**config.mk**
```make
export PLATFORM = sky130hd
export DESIGN_NAME = uart_print_arb
export DESIGN_NICKNAME = d
export VERILOG_FILES = /design/src/rtl/uart_print_arb_pkg.sv /design/src/rtl/uart_print_arb_rr_pick.sv /design/src/rtl/uart_print_arb.sv
export SDC_FILE = /design/constraint.sdc
export NUM_CORES = 1
export LEC_CHECK = 0
export BUFFER_PORTS_ARGS = -buffer_cell sky130_fd_sc_hd__buf_2
export CORE_ASPECT_RATIO = 2
export CORE_MARGIN = 10
export CORE_UTILIZATION = 44
export DETAILED_ROUTE_END_ITERATION = 7
export PLACE_DENSITY = 0.86
export SYNTH_ARGS = -nofsm -noshare
export SYNTH_HDL_FRONTEND = slang
export SYNTH_SLANG_ARGS = --single-unit
```
**constraint.sdc**
```tcl
create_clock -name clk -period 4.14 [get_ports clk]
set_clock_uncertainty 0.05 [all_clocks]
set_input_delay 0.828 -clock clk [delete_from_list [all_inputs] [get_ports clk]]
set_output_delay 0.828 -clock clk [all_outputs]
set_load 0.01 [all_outputs]
```
**src/rtl/uart_print_arb_pkg.sv**
```systemverilog
// uart_print_arb_pkg: shared debug-print arbiter constants, state encoding and index-width helper.
package uart_print_arb_pkg;
  localparam int seq_dp_width = 16;
  localparam int ARB_NUM_REQ = 4;
  typedef enum logic [1:0] {ARB_IDLE, ARB_ISSUE, ARB_WAIT} arb_state_t;
  function automatic int idx_w(input int n);
    return (n > 1) ? $clog2(n) : 1;
  endfunction
endpackage

```
**src/rtl/uart_print_arb_rr_pick.sv**
```systemverilog
// rr_pick: rotate-priority encoder, searching upward from last+1 and wrapping.
module rr_pick
  import uart_print_arb_pkg::*;
#(
  parameter int N = ARB_NUM_REQ,
  localparam int IW = idx_w(N)
) (
  input  logic [N-1:0]  req,
  input  logic [IW-1:0] last,
  output logic [N-1:0]  onehot,
  output logic [IW-1:0] idx,
  output logic          valid
);
  logic [IW-1:0] j;
  always_comb begin
    onehot = '0;
    idx = '0;
    valid = 1'b0;
    j = '0;
    for (int i = 1; i <= N; i++) begin
      j = IW'((int'(last) + i) % N);
      if (!valid && req[j]) begin
        valid = 1'b1;
        idx = j;
        onehot[j] = 1'b1;
      end
    end
  end
endmodule

```
**src/rtl/uart_print_arb.sv**
```systemverilog
// uart_print_arb: round-robin arbiter feeding the shared UART register-print channel.
// UART_ARB_PRIO0_EN: requester 0 becomes fixed-highest priority; the rest rotate.
module uart_print_arb
  import uart_print_arb_pkg::*;
#(
  parameter int NUM_REQ = ARB_NUM_REQ,
  parameter int DP_WIDTH = seq_dp_width
) (
  input  logic                         clk,
  input  logic                         rst,
  input  logic [NUM_REQ-1:0]           i_req,
  input  logic [2*NUM_REQ-1:0]         i_reg,
  input  logic [DP_WIDTH*NUM_REQ-1:0]  i_data,
  output logic [NUM_REQ-1:0]           o_gnt,
  output logic                         o_tx_stb,
  output logic [1:0]                   o_tx_reg,
  output logic [DP_WIDTH-1:0]          o_tx_data,
  input  logic                         i_tx_busy,
  output logic                         o_busy,
  output logic [15:0]                  o_sent_cnt
);
  localparam int LW = idx_w(NUM_REQ);
  arb_state_t state, state_n;
  logic [LW-1:0] last, win_idx;
  logic [NUM_REQ-1:0] win_oh;
  logic win_valid, take, upd_last, first;
`ifdef UART_ARB_PRIO0_EN
  logic [NUM_REQ-1:0] m_oh;
  logic [LW-1:0] m_idx;
  logic m_valid;
  rr_pick #(.N(NUM_REQ)) u_pick (
    .req(i_req & ~NUM_REQ'(1)), .last(last), .onehot(m_oh), .idx(m_idx), .valid(m_valid)
  );
  assign win_oh = i_req[0] ? NUM_REQ'(1) : m_oh;
  assign win_idx = i_req[0] ? '0 : m_idx;
  assign win_valid = i_req[0] | m_valid;
  assign upd_last = take & ~i_req[0];
`else
  rr_pick #(.N(NUM_REQ)) u_pick (
    .req(i_req), .last(last), .onehot(win_oh), .idx(win_idx), .valid(win_valid)
  );
  assign upd_last = take;
`endif
  // WAIT ignores busy on its first cycle: the channel raises busy one cycle after the strobe
  always_comb begin
    take = (state == ARB_IDLE) && !i_tx_busy && win_valid;
    o_gnt = take ? win_oh : '0;
    o_tx_stb = (state == ARB_ISSUE);
    o_busy = (state != ARB_IDLE);
    state_n = take ? ARB_ISSUE :
              (state == ARB_ISSUE) ? ARB_WAIT :
              (state == ARB_WAIT && !first && !i_tx_busy) ? ARB_IDLE : state;
  end
  always_ff @(posedge clk or posedge rst) begin
    if (rst) begin
      state <= ARB_IDLE;
      last <= LW'(NUM_REQ - 1);
      first <= 1'b0;
      o_tx_reg <= '0;
      o_tx_data <= '0;
      o_sent_cnt <= '0;
    end else begin
      state <= state_n;
      first <= (state == ARB_ISSUE);
      if (upd_last) last <= win_idx;
      if (take) begin
        o_tx_reg <= i_reg[win_idx*2 +: 2];
        o_tx_data <= i_data[win_idx*DP_WIDTH +: DP_WIDTH];
      end
      if (state == ARB_ISSUE) o_sent_cnt <= o_sent_cnt + 16'd1;
    end
  end
endmodule
```
After elaboration in Yosys (flattened, before gate mapping)
Index checks and enable logic that the tools add are counted.
- word-level logic and storage cells: 77
- input port bits: 79
- output and inout port bits: 40
- bits in registers: 39
- $add $sub $neg: 5
- shift-type cells: 2
- equality and inequality tests: 2
- multiplexer cells: 32
- $lt $le $gt $ge: 8
- bitwise operators: 3
- reduce and logical (&&, ||, !) cells: 19
- operator list (cell ; count):
    64-bit by 7-bit indexed part select with 16-bit output ; 1
    4-bit 2-to-1 mux ; 5
    16-bit by 1-bit adder with 16-bit output (second input constant) ; 1
    2-bit 2-to-1 mux ; 7
    2-bit by 3-bit < comparator with 1-bit output (second input constant) ; 4
    1-bit 2-to-1 mux ; 12
    4-bit OR ; 3
    1-bit logical AND ; 11
    1-bit binary-select mux with 2-bit select ; 4
    1-bit demux with 2-bit select ; 4
    2-bit by 1-bit >= comparator with 1-bit output (second input constant) ; 4
    8-bit by 4-bit indexed part select with 2-bit output ; 1
    1-bit zero test ; 5
    2-bit by 1-bit adder with 2-bit output (second input constant) ; 2
    2-bit adder (second input constant) ; 2
    3-bit nonzero test ; 1
    2-bit by 1-bit equality test with 1-bit output (second input constant) ; 1
    2-bit equality test (second input constant) ; 1
    2-bit zero test ; 1
    2-bit nonzero test ; 1

Logic depth before layout (Yosys ltp)
- depth in word-level cells: 15
- gate-level depth with buffers: 11
- depth with buffers taken out: 7

Hierarchy
From an unflattened synthesis, not the netlist that was laid out.
- cells, all modules: 218
- area total of the unflattened synthesis: 2643.8 sq um
- by module, submodules not included (module ; instances ; area each (sq um) ; cells an instance):
    uart_print_arb ; 1 ; 2014.4 ; 132
    rr_pick ; 1 ; 629.4 ; 86

Worst setup path before layout
No wires, ideal clock.
- kind: flip-flop to output port
- start point: reg last[1]
- end point: out o_gnt[0]
- required time: 3.262 ns
- buffers on the path: 4
- setup slack: 0.689 ns
- cell stages (with the launch flop): 11
- arrival time: 2.573 ns
- cells stage by stage: dfstp_2 -> buf_2 -> inv_1 -> ha_1 -> mux4_2 -> buf_2 -> nor4_1 -> or3_1 -> buf_2 -> buf_2 -> a21oi_1
- word-level cells in the longest chain between the ends: 15
- ends and longest elaborated chain (item ; line ; RTL):
    start: declaration ; uart_print_arb.sv:24 ; logic [LW-1:0] last, win_idx;
    start signal: assignment ; uart_print_arb.sv:57 ; last <= LW'(NUM_REQ - 1);
    start signal: assignment ; uart_print_arb.sv:65 ; if (upd_last) last <= win_idx;
    parallel branches: the longest is 14 deep, another holds 2-bit by 3-bit < comparator with 1-bit output ; -- ;
    4-bit 2-to-1 mux (*) ; uart_print_arb.sv:47 ; o_gnt = take ? win_oh : '0;
    end: declaration ; uart_print_arb.sv:14 ; output logic [NUM_REQ-1:0] o_gnt,
Every way passes the cells marked *. The select of a mux whose other input is x is not followed.

Worst setup path in the final report
Same ends and word-level chain as after synthesis.

==> results.sh <==
export IMPL_fillerInstances=566
export IMPL_syn_area_per_cell_um2=9.17
export IMPL_grt_pass1_vias=2922
export IMPL_reg_top3="o_sent_cnt (16), o_tx_data (16)"
export IMPL_syn_inst=299
export IMPL_clock_path_buffers=2
export IMPL_via_per_inst=5.60
export IMPL_drive_gt1_share_pct=39.3
export IMPL_crit_cells=7
export IMPL_start_util_pct=45.3
export IMPL_max_stage_delay_ns=0.71
export IMPL_setup_viol=0
export IMPL_crit_fanout=14
export IMPL_ys_seq_area_share_pct=35.7
export IMPL_worstSetupPathType="register to output port"
export IMPL_status="finished clean"
export IMPL_final_nets=497
export IMPL_power_density_mw_per_mm2=785
export IMPL_crit_chain="inv_1 > ha_1 > mux4_2 > nor4_2 > or3_1 > a21oi_1 > buf_2"
export IMPL_max_cap_violations=0
export IMPL_path_buf_inv=2
export IMPL_drc_errors=0
export IMPL_timing_rr_end="o_tx_data[10]$_DFFE_PP0P_"
export IMPL_firstDrtPassIters=4
export IMPL_critPathLaunch="last[1]$_DFFE_PP1P_"
export IMPL_portBuffers=118
export IMPL_grt_overflow=0
export IMPL_post_cts_setup_buffers=0
export IMPL_fin_tns_setup_ns=0
export IMPL_period_share_pct=93.6
export IMPL_seq_area_um2=978
export IMPL_rsz0062_at_grt="false"
export IMPL_ys_types=40
export IMPL_reg2reg_depth=8
export IMPL_synth_warnings=0
export IMPL_clk_latency_ns=0.27
export IMPL_stdcell_count=494
export IMPL_cp_endpoint="o_gnt[0]"
export IMPL_avgRoutedWirePerCell_um=17.8
export IMPL_area_delta_synth_final_pct=30.4
export IMPL_synth_edf_count=0
export IMPL_die_width_um=75.8
export IMPL_antenna_found_initial=0
export IMPL_endpoint_kind="output port"
export IMPL_arrival_ns=3.00
export IMPL_synth_area_mm2=0.00274
export IMPL_max_slew_margin_rel_pct=22.2
export IMPL_setup_worst_path_start_class="register"
export IMPL_dp_hpwl_um=7140
export IMPL_irDropWorstVdd_mv=0.445
export IMPL_cts_hold_buf=0
export IMPL_synth_nets=387
export IMPL_path_delay_family="simple AND/OR/NAND/NOR gates"
export IMPL_synth_flop_cell="dfrtp_1"
export IMPL_clock_root_buffer="clkbuf_16"
export IMPL_drt_wl_total_um=8770
export IMPL_antennaDiodeCount=0
export IMPL_num_rows=40
export IMPL_grtUsageTotal_pct=17.6
export IMPL_max_freq_mhz=258
export IMPL_slew_viol_final=0
export IMPL_htreeDepth=2
export IMPL_worst_slew_pin_slew_ns=1.17
export IMPL_cts_tree="done"
export IMPL_place_congestion=0.963
export IMPL_min_period_ns=3.88
export IMPL_dp_cells=486
export IMPL_cp_required_ns=3.26
export IMPL_drt_first_iter_violations=144
export IMPL_numCtsBuffers=5
export IMPL_yosys_register_bits=39
export IMPL_async_flop_share_pct=100
export IMPL_hold_violations=0
export IMPL_hold_slack_ns=0.437
export IMPL_dieArea_mm2=0.00998
export IMPL_vias=2768
export IMPL_postRouteAntennaNets=0
export IMPL_min_path_type="register to register"
export IMPL_cp_slowest_cell="dfstp_2"
export IMPL_p_leak_nw=1.70
export IMPL_cts_resized=0
export IMPL_utilization_pct=59.0
export IMPL_clk_pin_slew_worst_paths_ns=0.06
export IMPL_grt_pass1_wl_um=13900
export IMPL_grt_start_max_net_pins=32
export IMPL_io_pins=119
export IMPL_cts_sinks=39
export IMPL_core_mm2=0.00606
export IMPL_r2r_start="last[1]$_DFFE_PP1P_"
export IMPL_r2r_slack_ns=0.51
export IMPL_multi_input_area_mm2=0.00155
export IMPL_die_y_um=132
report_power, final:
| group | switching (mW) | internal, mW |
|---|---|---|
| logic | 1.04 | 0.630 |
| registers | 0.114 | 0.532 |
| clock network | 0.145 | 0.345 |
| total | 1.30 | 1.51 |
through the flow:
stage               cell area, um2  power [mW]  setup slack, ns
floorplan                     2740        1.90            0.689
global placement              3370        2.25            0.531
CTS                           3560        2.80            0.134
detailed placement            3370        2.30            0.424
global route                  3570        3.00           0.0789
finish                        3570        2.80            0.263
cell families (layout without fill, tap and decap cells):
kind of cell,after synthesis,after routing,share of synthesized area [%]
AND/OR/NAND/NOR,100,100,16.3
flip-flops,39,39,35.7
buffers and inverters,48,159,8.53
adder cells (fa/ha/maj),9,9,4.11
XOR/XNOR,16,16,5.11
AO/OA/AOI/OAI,73,73,23.1
multiplexers,14,14,7.07
cells in the final DEF (no fill, tap or decap), types with 5 or more instances in the layout:
cell type,instances
inv_1,24
a21oi_1,5
buf_4,9
a2111oi_2,12
a311oi_1,18
a2111oi_0,6
a31oi_1,18
mux2i_1,7
ha_1,9
nor2_1,22
clkbuf_16,5
xnor2_1,12
buf_2,118
nand2_1,51
dfrtp_1,37
per-layer routing:
layer  wire [um]  vias to the layer above  global-route usage [%]
li1            -                     1303                       -
met1        3160                     1306                    19.0
met2        4690                      135                    30.1
met3         528                       24                    3.39
met4         395                        0                    9.98
met5           0                        -                       0
final cells by class:
| cell class | count | share of cell area (%) |
|---|---|---|
| inverters | 24 | 2.52 |
| clock buffers | 6 | 3.61 |
| flip-flops and latches | 39 | 27.4 |
| well taps | 84 | 2.94 |
| multi-input cells | 212 | 43.5 |
| clock inverters | 2 | 1.68 |
| repair buffers | 127 | 18.4 |
synth_stat cells, types with 4 or more instances:
cell type	n	area [um2]
inv_1	24	90.1
dfrtp_1	37	926
o21ai_0	4	20.0
buf_2	13	65.1
buf_6	4	45.0
a2111oi_2	12	180
nand3_1	4	20.0
nand2_1	51	191
nor2_1	22	82.6
a21oi_1	5	25.0
nor2b_1	4	25.0
a2111oi_0	6	52.6
a311oi_1	18	158
ha_1	9	113
xnor2_1	12	105
a31oi_1	18	113
clkbuf_1	5	18.8
xor2_1	4	35.0
mux4_2	4	90.1
a22o_1	4	35.0
mux2i_1	7	70.1
worst min-delay path by stage:
stage                               start                         end  depth (start not counted)
2_1_floorplan             first$_DFF_PP0_        state[1]$_DFFE_PP0P_                          2
3_3_place_gp   o_sent_cnt[15]$_DFFE_PP0P_  o_sent_cnt[15]$_DFFE_PP0P_                          1
3_5_place_dp   o_sent_cnt[10]$_DFFE_PP0P_  o_sent_cnt[10]$_DFFE_PP0P_                          1
4_1_cts        o_sent_cnt[10]$_DFFE_PP0P_  o_sent_cnt[10]$_DFFE_PP0P_                          1
5_1_grt        o_sent_cnt[14]$_DFFE_PP0P_  o_sent_cnt[14]$_DFFE_PP0P_                          1
6_report       o_sent_cnt[10]$_DFFE_PP0P_  o_sent_cnt[10]$_DFFE_PP0P_                          1
(Power assumes the default switching activity.)
